## config.mk

```make
export PLATFORM = sky130hd
export DESIGN_NAME = booth_mult_seq_flat
export DESIGN_NICKNAME = d
export VERILOG_FILES = /design/src/rtl/booth_pkg.sv /design/src/rtl/booth_mult_seq_if.sv /design/src/rtl/booth_recoder.sv /design/src/rtl/booth_mult_seq.sv /design/src/flat_wrapper.sv
export SDC_FILE = /design/constraint.sdc
export NUM_CORES = 1
export LEC_CHECK = 0
export CAP_MARGIN = 25
export CORE_MARGIN = 2
export CORE_UTILIZATION = 30
export CTS_BUF_LIST = sky130_fd_sc_hd__clkbuf_4
export CTS_CLUSTER_SIZE = 25
export DETAILED_ROUTE_END_ITERATION = 7
export SLEW_MARGIN = 20
export SYNTH_ARGS = -nofsm -noshare
export SYNTH_HDL_FRONTEND = slang
export SYNTH_SLANG_ARGS = --single-unit
```

## constraint.sdc

```tcl
create_clock -name clk -period 3 [get_ports clk]
set_clock_uncertainty 0.05 [all_clocks]
set_input_delay 0.6 -clock clk [delete_from_list [all_inputs] [get_ports clk]]
set_output_delay 0.6 -clock clk [all_outputs]
set_load 0.01 [all_outputs]
```

## src/rtl/booth_pkg.sv

```systemverilog
// Shared types and sizing helpers for the sequential Booth multiplier.
// BOOTH_RADIX4_EN selects radix-4 modified Booth; undefined gives radix-2.
package booth_pkg;

  typedef enum logic [1:0] {
    IDLE,
    RUN,
    DONE
  } state_e;

  // Digit selected by the recoder for one Booth window
  typedef enum logic [2:0] {
    SEL_ZERO,
    SEL_POS_M,
    SEL_POS_2M,
    SEL_NEG_M,
    SEL_NEG_2M
  } booth_sel_e;

`ifdef BOOTH_RADIX4_EN
  localparam bit RADIX4 = 1'b1;
`else
  localparam bit RADIX4 = 1'b0;
`endif

  localparam int unsigned BOOTH_SHIFT = RADIX4 ? 2 : 1;

  function automatic int unsigned booth_ext(input int unsigned width);
    return RADIX4 ? width + 2 : width + 1;
  endfunction

  function automatic int unsigned booth_acc_w(input int unsigned width);
    return RADIX4 ? width + 4 : width + 2;
  endfunction

  function automatic int unsigned booth_iters(input int unsigned width);
    return RADIX4 ? (width + 2) / 2 : width + 1;
  endfunction

  // Radix-4 window {Q[1], Q[0], Q_1}; a radix-2 window {Q[0], Q[0], Q_1}
  // lands on the same table and never selects a 2M digit.
  function automatic booth_sel_e booth_select(input logic [2:0] window);
    booth_sel_e sel;
    case (window)
      3'b001, 3'b010: sel = SEL_POS_M;
      3'b011:         sel = SEL_POS_2M;
      3'b100:         sel = SEL_NEG_2M;
      3'b101, 3'b110: sel = SEL_NEG_M;
      default:        sel = SEL_ZERO;
    endcase
    return sel;
  endfunction

endpackage

```

## src/rtl/booth_mult_seq_if.sv

```systemverilog
// Operand/result valid-ready bundle for booth_mult_seq.
interface booth_mult_seq_if #(
  parameter int unsigned WIDTH = 8
);

  logic                 in_valid;
  logic                 in_ready;
  logic                 op_signed;
  logic [WIDTH-1:0]     a;
  logic [WIDTH-1:0]     b;
  logic                 out_valid;
  logic                 out_ready;
  logic [2*WIDTH-1:0]   product;

  modport master (
    output in_valid, op_signed, a, b, out_ready,
    input  in_ready, out_valid, product
  );

  modport slave (
    input  in_valid, op_signed, a, b, out_ready,
    output in_ready, out_valid, product
  );

endinterface

```

## src/rtl/booth_recoder.sv

```systemverilog
// Combinational Booth digit recoder: window + multiplicand -> accumulator addend.
module booth_recoder
  import booth_pkg::*;
#(
  parameter int unsigned EXT = 9,
  parameter int unsigned AW  = 10
) (
  input  logic [2:0]     window,
  input  logic [EXT-1:0] m,
  output logic [AW-1:0]  addend
);

  logic [AW-1:0] m_ext;
  logic [AW-1:0] m_dbl;
  booth_sel_e    sel;

  assign m_ext = {{(AW-EXT){m[EXT-1]}}, m};
  assign m_dbl = {m_ext[AW-2:0], 1'b0};
  assign sel   = booth_select(window);

  always_comb begin
    addend = '0;
    case (sel)
      SEL_POS_M:  addend = m_ext;
      SEL_POS_2M: addend = m_dbl;
      SEL_NEG_M:  addend = '0 - m_ext;
      SEL_NEG_2M: addend = '0 - m_dbl;
      default:    addend = '0;
    endcase
  end

endmodule

```

## src/rtl/booth_mult_seq.sv

```systemverilog
// Iterative signed/unsigned Booth multiplier with valid/ready on both sides.
// Radix-4 iteration when BOOTH_RADIX4_EN is defined, radix-2 otherwise.
module booth_mult_seq
  import booth_pkg::*;
#(
  parameter int unsigned WIDTH = 8
) (
  input  logic            clk,
  input  logic            rst_n,
  booth_mult_seq_if.slave bus
);

  localparam int unsigned EXT   = booth_ext(WIDTH);
  localparam int unsigned AW    = booth_acc_w(WIDTH);
  localparam int unsigned ITERS = booth_iters(WIDTH);
  localparam int unsigned CW    = $clog2(ITERS + 1);
  localparam int unsigned TOT   = AW + EXT + 1;

  if (WIDTH < 4 || (WIDTH % 2) != 0) begin : g_width_check
    $error("booth_mult_seq: WIDTH must be even and >= 4");
  end

  state_e             state_q, state_d;
  logic [AW-1:0]      acc_q, acc_d;
  logic [EXT-1:0]     q_q, q_d;
  logic               q1_q, q1_d;
  logic [EXT-1:0]     m_q, m_d;
  logic [CW-1:0]      cnt_q, cnt_d;
  logic [2*WIDTH-1:0] product_q, product_d;

  logic [2:0]         window;
  logic [AW-1:0]      addend;
  logic [AW-1:0]      acc_sum;
  logic [TOT-1:0]     cat;
  logic [TOT-1:0]     shifted;

  assign window = RADIX4 ? {q_q[1], q_q[0], q1_q} : {q_q[0], q_q[0], q1_q};

  booth_recoder #(
    .EXT (EXT),
    .AW  (AW)
  ) u_recoder (
    .window (window),
    .m      (m_q),
    .addend (addend)
  );

  assign acc_sum = acc_q + addend;
  assign cat     = {acc_sum, q_q, q1_q};
  assign shifted = $signed(cat) >>> BOOTH_SHIFT;

  always_comb begin
    state_d   = state_q;
    acc_d     = acc_q;
    q_d       = q_q;
    q1_d      = q1_q;
    m_d       = m_q;
    cnt_d     = cnt_q;
    product_d = product_q;
    case (state_q)
      IDLE: begin
        if (bus.in_valid) begin
          state_d = RUN;
          acc_d   = '0;
          q1_d    = 1'b0;
          cnt_d   = CW'(ITERS);
          m_d     = bus.op_signed ? {{(EXT-WIDTH){bus.a[WIDTH-1]}}, bus.a}
                                  : {{(EXT-WIDTH){1'b0}}, bus.a};
          q_d     = bus.op_signed ? {{(EXT-WIDTH){bus.b[WIDTH-1]}}, bus.b}
                                  : {{(EXT-WIDTH){1'b0}}, bus.b};
        end
      end
      RUN: begin
        acc_d = shifted[TOT-1 -: AW];
        q_d   = shifted[EXT:1];
        q1_d  = shifted[0];
        cnt_d = cnt_q - CW'(1);
        if (cnt_q == CW'(1)) begin
          product_d = shifted[2*WIDTH:1];
          state_d   = DONE;
        end
      end
      DONE: begin
        if (bus.out_ready) state_d = IDLE;
      end
      default: state_d = IDLE;
    endcase
  end

  always_ff @(posedge clk or negedge rst_n) begin
    if (!rst_n) begin
      state_q   <= IDLE;
      acc_q     <= '0;
      q_q       <= '0;
      q1_q      <= 1'b0;
      m_q       <= '0;
      cnt_q     <= '0;
      product_q <= '0;
    end else begin
      state_q   <= state_d;
      acc_q     <= acc_d;
      q_q       <= q_d;
      q1_q      <= q1_d;
      m_q       <= m_d;
      cnt_q     <= cnt_d;
      product_q <= product_d;
    end
  end

  assign bus.in_ready  = (state_q == IDLE);
  assign bus.out_valid = (state_q == DONE);
  assign bus.product   = product_q;

endmodule

```

## src/flat_wrapper.sv

```systemverilog
// flat-port wrapper written by rule: the top's interface ports become plain ports
module booth_mult_seq_flat import booth_pkg::*;
#(
  parameter int unsigned WIDTH = 8
)
  (clk, rst_n, bus_in_valid, bus_op_signed, bus_a, bus_b, bus_out_ready, bus_in_ready, bus_out_valid, bus_product);
  booth_mult_seq_if #(.WIDTH(WIDTH)) bus_i ();
  input  logic clk;
  input  logic rst_n;
  input wire logic [$bits(bus_i.in_valid)-1:0] bus_in_valid;
  input wire logic [$bits(bus_i.op_signed)-1:0] bus_op_signed;
  input wire logic [$bits(bus_i.a)-1:0] bus_a;
  input wire logic [$bits(bus_i.b)-1:0] bus_b;
  input wire logic [$bits(bus_i.out_ready)-1:0] bus_out_ready;
  output wire logic [$bits(bus_i.in_ready)-1:0] bus_in_ready;
  output wire logic [$bits(bus_i.out_valid)-1:0] bus_out_valid;
  output wire logic [$bits(bus_i.product)-1:0] bus_product;
  assign bus_i.in_valid = bus_in_valid;
  assign bus_i.op_signed = bus_op_signed;
  assign bus_i.a = bus_a;
  assign bus_i.b = bus_b;
  assign bus_i.out_ready = bus_out_ready;
  assign bus_in_ready = bus_i.in_ready;
  assign bus_out_valid = bus_i.out_valid;
  assign bus_product = bus_i.product;
  booth_mult_seq #(.WIDTH(WIDTH)) u_core (.clk(clk), .rst_n(rst_n), .bus(bus_i));
endmodule
```

==> flow_results.org, run 1 <==
** Run status
- The run finished with clean final reports.

** GRT
- Largest net degree at the start of global routing :: 31
- The number of antenna violations at the first check in global routing came to 0.
- Via count of the first global-routing pass :: 2017
- Leftover overflow at the end of global routing :: 0
- For this run, the total global-route usage over all layers was measured as about 12%.
- The first global-routing pass estimated 9.67 mm of wire.

** Floorplan
- The floorplan has 33 rows.
- Vert. Die Dim :: around 97 um
- After floorplanning, the core was sized to cover about 8300 um^2.
- Die span in x :: roughly 100 um
- Die Outline Area :: around 9400 um^2
- For this configuration, the core starts out at a cell density of a little under a third.
- For this design the top-level I/O count stands at 39.

** Worst setup path
- Max Fanout on Critical Path :: 4
- Nature of the critical path endpoint :: flop
- Startpoint of the worst register-to-register path :: u_core.m_q[2]$_DFFE_PN0P_
- The worst register-to-register path ends at u_core.acc_q[8]$_DFFE_PN0P_.
- STA puts the critical path data required time at roughly 3.2 ns.
- The setup check on the worst reg-to-reg path leaves a slack of 0.24 ns.
- For the worst setup path, the data arrival time is about 3 ns.
- In this run the worst setup path begins at u_core.m_q[2]$_DFFE_PN0P_.
- Depth of the most critical reg-to-reg path :: 12
- Type of the setup path with the least slack :: flop to flop
- STA classifies the critical path startpoint as a flop.

** Routing
- Vias :: 1978
- The first detailed-routing pass ran for 4 iterations.
- In the detailed route, the total length drawn on met2 is ~2.6 mm.
- Met1 routed wirelength after detailed routing :: roughly 2.7 mm
- Dividing the detail-routed wire length by the instance count gives 13.6 um.
- The detailed router finished its first iteration with between 80 and 90 violations.
- The count of nets left with antenna violations once routing finished came out at 0.
- Wire segments on met3 add up to 265 um in the final route.
- Final routed DRC violation total :: 0
- After detailed routing, the total wire length is between 5 and 6 mm.
- Vias per inst :: approximately 4.8
- Routed signal wires occupy layers up through met4.

** STA
- For the pin with the worst max-slew slack, the measured transition is 0.830 ns.
- Time the worst path needs with I/O delays and setup :: between 2 and 3 ns
- Unrepaired setup endpoints after global routing :: no
- Worst-case headroom to the max-slew limit :: between 40% and 50%
- Setup TNS :: 0 ns
- In the finished design, the share of the clock period the worst path needs comes to between 90 and 100%.
- The total count of hold-check failures in the final report is 0.
- The max-slew violation count came to 0.
- Setup violations remaining at the end of the flow were counted as 0.
- Static timing analysis puts the maximum clock frequency at about 0.36 GHz.
- Final worst hold slack :: about 0.11 ns

** Clocking
- Clock tree synthesis selected as its root buffer the cell sky130_fd_sc_hd__clkbuf_4.
- Clock tree synthesis inserted a total of 5 buffers.
- Number of buffers on the longest clock path :: 2
- After clock tree synthesis, the clock-pin slew on the worst setup and hold paths is 0.15 ns.
- TritonCTS clock tree :: built
- The tree built by TritonCTS fans out to 50 sinks.
- Clock network latency to the later pin of the worst-skew pair :: ~0.37 ns
- The H-tree was split into 2 levels.

** Finish
- Fraction of final layout cells with drive strength greater than 1 :: under 10%
- The area growth from synthesis to layout is 21.1%.
- In the layout the commonest cells are sky130_fd_sc_hd__nand2_1 (54), sky130_fd_sc_hd__dfrtp_1 (50), sky130_fd_sc_hd__clkdlybuf4s50_1 (37).
- Most common cell after layout, fill and taps aside :: sky130_fd_sc_hd__nand2_1
- Count of fill cells added during filler insertion :: between 800 and 900
- At the end of the flow the core is filled with cells to 38.0%.
- Number of diodes added for antenna fixing :: 0
- For this run, the post-layout net count is 344.

** Synthesis
- Multiplexer share of the synthesized area :: roughly 4.7%
- During synthesis, Yosys emitted a total of 0 warnings.
- Post-Syn Instances :: around 270
- Synthesized flop and latch total :: 50
- Post-Synth Adder-Cell Area :: 7.50%
- Simple-gate share of the synthesized area :: between 15 and 20%
- Summing the areas of all compound-gate instances in the mapped netlist gives between 10% and 20% of the synthesized area.
- Summing the areas of all xor and xnor instances in the mapped netlist gives under 10% of the synthesized area.
- Number of distinct standard cells referenced by the synthesized netlist :: 40
- In this run the cell area of the synthesized design comes to around 2600 um^2.
- For this run, the register share of the synthesized area comes to 48.1%.
- The number of nets in the synthesized netlist is 307.
- Number of enable flip-flop cells after synthesis :: 0
- Mean Syn Cell Area :: 9.60 um^2
- Share of async-settable or async-resettable flops after synthesis :: 100%
- Most instantiated flip-flop cell in the synthesis netlist :: sky130_fd_sc_hd__dfrtp_1
- After synthesis, the largest family of logic cells by area is simple AND/OR/NAND/NOR gates.

** Place
- Final weighted congestion in routability-driven placement :: around 0.76
- Count of buffers from port buffering :: 38
- DPL Wire Length :: 4.06 mm

** Power and ir drop
- Total power for the finished layout comes to roughly 0.0033 W.
- The worst-case IR drop observed on VDD is around 0.00043 V.
- Pleak :: roughly 1.4 nW
- Pwr/cell area :: between 1000 and 1500 nW/um^2

** Job
- Count of max-cap constraint violations :: 0

** Min path
- The min-delay analysis places its worst path in the category primary input to async pin.
## metrics by stage
step	area, um^2	cells	setup slack [ns]
3_5_place_dp	3090	405	0.217
2_1_floorplan	2600	271	0.352
4_1_cts	3140	413	0.194
5_1_grt	3150	414	0.00357
3_3_place_gp	3090	405	0.256
6_report	3150	414	0.237
## repair_timing
| action | CTS | global route |
|---|---|---|
| hold buffers | 0 | 0 |
| setup buffers | 0 | 1 |
| endpoints found under the setup margin | 0 | 1 |
| resized for setup | 0 | 0 |
## power breakdown
part | switching, W | internal, W | leakage (nW) | total [W]
logic | 0.000924 | 0.000818 | 0.774 | 0.00174
clock network | 0.000219 | 0.0000877 | 0.0286 | 0.000307
registers | 0.000251 | 0.000989 | 0.626 | 0.00124
total | 0.00139 | 0.00189 | 1.43 | 0.00329
## layout make-up
cell class,count,area [um^2],area share [%]
Clock buffer,5,37.5,1.19
Timing Repair Buffer,43,413,13.1
Inverter,8,30.0,0.953
Tap cell,105,131,4.17
Multi-Input combinational cell,200,1270,40.3
Clock inverter,3,16.3,0.516
Sequential cell,50,1250,39.7
## Yosys cell counts, types with 2 or more instances
cell | number | area (um^2)
sky130_fd_sc_hd__nand2_1 | 54 | 203
sky130_fd_sc_hd__dfrtp_1 | 50 | 1250
sky130_fd_sc_hd__o21ai_0 | 23 | 115
sky130_fd_sc_hd__ha_1 | 14 | 175
sky130_fd_sc_hd__nor2_1 | 14 | 52.6
sky130_fd_sc_hd__a22oi_1 | 13 | 97.6
sky130_fd_sc_hd__nand3_1 | 11 | 55.1
sky130_fd_sc_hd__clkbuf_1 | 10 | 37.5
sky130_fd_sc_hd__mux2_2 | 10 | 113
sky130_fd_sc_hd__a21oi_1 | 8 | 40.0
sky130_fd_sc_hd__inv_1 | 8 | 30.0
sky130_fd_sc_hd__xor2_1 | 7 | 61.3
sky130_fd_sc_hd__xnor2_1 | 6 | 52.6
sky130_fd_sc_hd__nor3_1 | 5 | 25.0
sky130_fd_sc_hd__nand2b_1 | 4 | 25.0
sky130_fd_sc_hd__a21o_1 | 3 | 22.5
sky130_fd_sc_hd__a31oi_1 | 3 | 18.8
sky130_fd_sc_hd__a32oi_1 | 3 | 26.3
sky130_fd_sc_hd__and2_1 | 2 | 12.5
sky130_fd_sc_hd__buf_1 | 2 | 7.51
sky130_fd_sc_hd__nor2b_1 | 2 | 12.5
## routing by layer
layer / track usage (%) / vias up
li1: - / 1012
met1: 16.1 / 931
met2: 20.0 / 30
met3: 3.96 / 5
met4: 3.25 / 0
met5: 0 / -
## registers in the layout, indices dropped and copies added, names as in the netlist
register and flops:
u_core.q_q 9, u_core.cnt_q 4, u_core.state_q 2, u_core.acc_q 9
u_core.bus.product 16, u_core.q1_q 1, u_core.m_q 9
## logic make-up after synthesis
group,after synthesis
compound gates,60
fa+ha+maj,15
mux,11
simple gates,101
xor+xnor,13
flops,50
buf+inv,21
## critical path, stage by stage, from the launching register on
cell and delay (ns):
sky130_fd_sc_hd__dfrtp_1 0.41, sky130_fd_sc_hd__or3_4 0.41, sky130_fd_sc_hd__nor3_4 0.17, sky130_fd_sc_hd__xnor2_1 0.08, sky130_fd_sc_hd__a22oi_1 0.14, sky130_fd_sc_hd__nor2_1 0.06, sky130_fd_sc_hd__ha_1 0.32, sky130_fd_sc_hd__o21a_1 0.21
sky130_fd_sc_hd__o211ai_1 0.16, sky130_fd_sc_hd__a31oi_1 0.07, sky130_fd_sc_hd__or3_1 0.34, sky130_fd_sc_hd__a32oi_1 0.19, sky130_fd_sc_hd__nand2b_1 0.07
## worst max path at each step
stage	end	slack, ns
final	u_core.acc_q[8]$_DFFE_PN0P_	0.24
after global routing	u_core.acc_q[8]$_DFFE_PN0P_	0.004
after CTS	u_core.acc_q[8]$_DFFE_PN0P_	0.19
after detailed placement	u_core.acc_q[8]$_DFFE_PN0P_	0.22
after global placement	u_core.acc_q[8]$_DFFE_PN0P_	0.26
after floorplan	u_core.acc_q[8]$_DFFE_PN0P_	0.35
No activity file was read; power rests on OpenSTA's default activity.
==> inputs of run 2 (changes only) <==
--- a/config.mk
+++ b/config.mk
@@ -9,8 +9,9 @@
 export CORE_MARGIN = 2
 export CORE_UTILIZATION = 30
 export CTS_BUF_LIST = sky130_fd_sc_hd__clkbuf_4
-export CTS_CLUSTER_SIZE = 25
+export CTS_CLUSTER_SIZE = 14
 export DETAILED_ROUTE_END_ITERATION = 7
+export PLACE_DENSITY = 0.48
 export SLEW_MARGIN = 20
 export SYNTH_ARGS = -nofsm -noshare
 export SYNTH_HDL_FRONTEND = slang
==> flow_results.org, run 2 (same netlist as run 1, synthesis figures left out) <==
** Run status
- The run finished with clean final reports.

** Routing
- Post-detailed-route count of antenna-violating nets :: 0
- Wire length after detailed routing :: 5.66 mm
- The final route contains 1995 vias.
- 1st-pass router iterations :: 4
- In the routed design, unresolved DRC markers number 0.
- Post-DR wirelength/cell :: approximately 14 um
- After detailed routing, the number of vias per cell comes to between 4 and 5.
- Initial DRC count :: around 100

** Power and ir drop
- Peak ir drop on the vdd network :: 0.000377 V
- Pwr/cell area :: about 1100 nW/um^2
- Pleak :: roughly 1.4 nW

** Worst setup path
- Max Fanout on Critical Path :: 5
- The most critical setup path has its startpoint at u_core.m_q[2]$_DFFE_PN0P_.
- The worst setup path is captured at a flop.
- Type of the setup path with the least slack :: flop to flop
- Startpoint of the worst register-to-register path :: u_core.m_q[2]$_DFFE_PN0P_
- STA classifies the critical path startpoint as a flop.
- Critical path data arrival time :: 3.07 ns
- Data on the critical path is required at its endpoint by roughly 3.2 ns.

** Clocking
- H-tree depth :: 2
- Register clock-pin slew on the reported worst setup and hold paths :: ~0.14 ns
- Cts hold-fix bufs :: 0
- Clock root cell :: sky130_fd_sc_hd__clkbuf_4
- The tree built by TritonCTS fans out to 50 sinks.
- Clock network latency to the later pin of the worst-skew pair :: between 0.3 and 0.4 ns
- Number of buffers created by CTS :: 5
- TritonCTS clock tree :: built
- Number of buffers on the longest clock path :: 2

** STA
- In the post-route analysis, the smallest setup slack over all paths is 0.158 ns.
- Setup repair after global routing could not meet its margin everywhere.
- Transition time of the tightest slew-check pin :: just over 0.8 ns
- Number of hold-slack violations in the final timing report :: 0
- Setup TNS :: 0 ns
- Final clock period utilization by the worst path :: a little over nine tenths
- Time the worst path needs with I/O delays and setup :: between 2 and 3 ns
- Achievable frequency :: around 0.35 GHz
- The max-slew violation count came to 0.
- Worst-case headroom to the max-slew limit :: roughly 45%
- # setup viols final :: 0

** Finish
- Fraction of final layout cells with drive strength greater than 1 :: a little under a tenth
- Most common cell after layout, fill and taps aside :: sky130_fd_sc_hd__nand2_1
- Area overhead of the layout relative to synthesis :: 22.3%
- Number of nets in the layout :: about 340
- The register with the most flip-flops in the layout has 16 of them.
- The repair_antennas step left the layout with diodes totalling 0.
- Area occupied by multi-input gates :: 1280 um^2
- Counting the fill cells in the layout gives between 800 and 900.
- Leaving out fill and tap cells, the most frequent cells in the layout are sky130_fd_sc_hd__nand2_1 (54), sky130_fd_sc_hd__dfrtp_1 (50), sky130_fd_sc_hd__clkdlybuf4s50_1 (37).
- Reg area :: 1250 um^2

** GRT
- Initial antenna violation count :: 0
- Overall fraction of global-route tracks in use :: 12.8%
- The first global-routing pass estimated ~9.7 mm of wire.
- Largest net degree at the start of global routing :: 32
- Global routing usage on met2 :: a little over 20%
- Peak-usage layer in the global routing report :: met2
- Leftover overflow at the end of global routing :: 0
- Met1 Track Usage GR :: 16.8%
- Met3 Usage GRT :: under 10%
- Via count of the first global-routing pass :: between 1500 and 2000

** Floorplan
- 39 I/O pins were placed.
- Die span in x :: 97.1 um
- For this configuration, the core starts out at a cell density of between 30% and 40%.
- The floorplan step defined a core boundary enclosing approximately 8300 um^2.
- The die covers 9440 um^2.
- From bottom edge to top edge, the die measures approximately 100 um.
- Site Rows :: 33

** Place
- The congestion estimate from routability-driven global placement came to 0.836.
- DPL Wire Length :: between 4 and 5 mm
- Setup WS pre-CTS :: ~0.2 ns
- During placement, the flow inserted port buffers numbering 38.

** Min path
- Type of the tightest min-delay check :: primary input to async pin

** Job
- Count of max-cap constraint violations :: 0
## run 2: cell count changes in the layout (fill, tap and decap cells not counted), sizes merged
cell / change
clkinvlp: -1
clkbuf: +2
clkinv: -2
buf: -1
bufinv: +1
## run 2: final timing paths
| kind | end | slack (ns) | depth (start not counted) |
|---|---|---|---|
| max | u_core.acc_q[8]$_DFFE_PN0P_ | 0.16 | 11 |
| min | u_core.bus.product[12]$_DFFE_PN0P_ | 0.10 | 1 |
| max reg2reg | u_core.acc_q[8]$_DFFE_PN0P_ | 0.16 | 11 |
| min reg2reg | u_core.bus.product[15]$_DFFE_PN0P_ | 0.45 | 2 |
| max in group asynchronous | u_core.acc_q[8]$_DFFE_PN0P_ | 2.03 | 2 |
| min in group clk | u_core.bus.product[15]$_DFFE_PN0P_ | 0.45 | 2 |
## run 2: final cells by class
class	count	area share, %
well taps	105	4.13
flip-flops and latches	50	39.3
repair buffers	42	12.7
multi-input cells	200	40.3
clock inverters	1	0.944
clock buffers	7	1.65
inverters	8	0.944
## run 2: stage by stage
stage / area (um^2) / total power, W / utilization (%) / hold WS (ns) / instances
global placement: 3090 / 0.00301 / 37.2 / 0.417 / 405
floorplan: 2600 / 0.00242 / - / 0.254 / 271
detailed placement: 3090 / 0.00303 / 37.2 / 0.425 / 405
CTS: 3170 / 0.00345 / 38.2 / 0.108 / 413
finish: 3180 / 0.00340 / 38.3 / 0.104 / 413
global route: 3180 / 0.00375 / 38.3 / 0.117 / 413
## run 2: timing repair
| item | CTS | global route |
|---|---|---|
| gates resized for setup | 0 | 2 |
| setup buffers | 0 | 0 |
| setup endpoints to repair | 0 | 4 |
## run 2: routing by layer
metal  routed length [um]  vias to the layer above
met1                 2660                      956
met5                    0                        -
met2                 2690                       31
met4                   76                        0
met3                  237                        7
li1                     -                     1001
## run 2: where the power goes
| part | switching (W) | internal (W) | total [W] |
|---|---|---|---|
| logic | 0.000924 | 0.000816 | 0.00174 |
| registers | 0.000253 | 0.000989 | 0.00124 |
| clock network | 0.000221 | 0.000195 | 0.000416 |
## run 2: worst max-delay path: stages (launching register included)
cell,delay (ns)
sky130_fd_sc_hd__dfrtp_1,0.44
sky130_fd_sc_hd__or3_4,0.42
sky130_fd_sc_hd__xor2_1,0.15
sky130_fd_sc_hd__a22oi_1,0.16
sky130_fd_sc_hd__nor2_1,0.09
sky130_fd_sc_hd__ha_1,0.34
sky130_fd_sc_hd__a21o_1,0.20
sky130_fd_sc_hd__a21oi_1,0.19
sky130_fd_sc_hd__a31oi_1,0.12
sky130_fd_sc_hd__or3_1,0.34
sky130_fd_sc_hd__a32oi_1,0.18
sky130_fd_sc_hd__nand2b_1,0.07
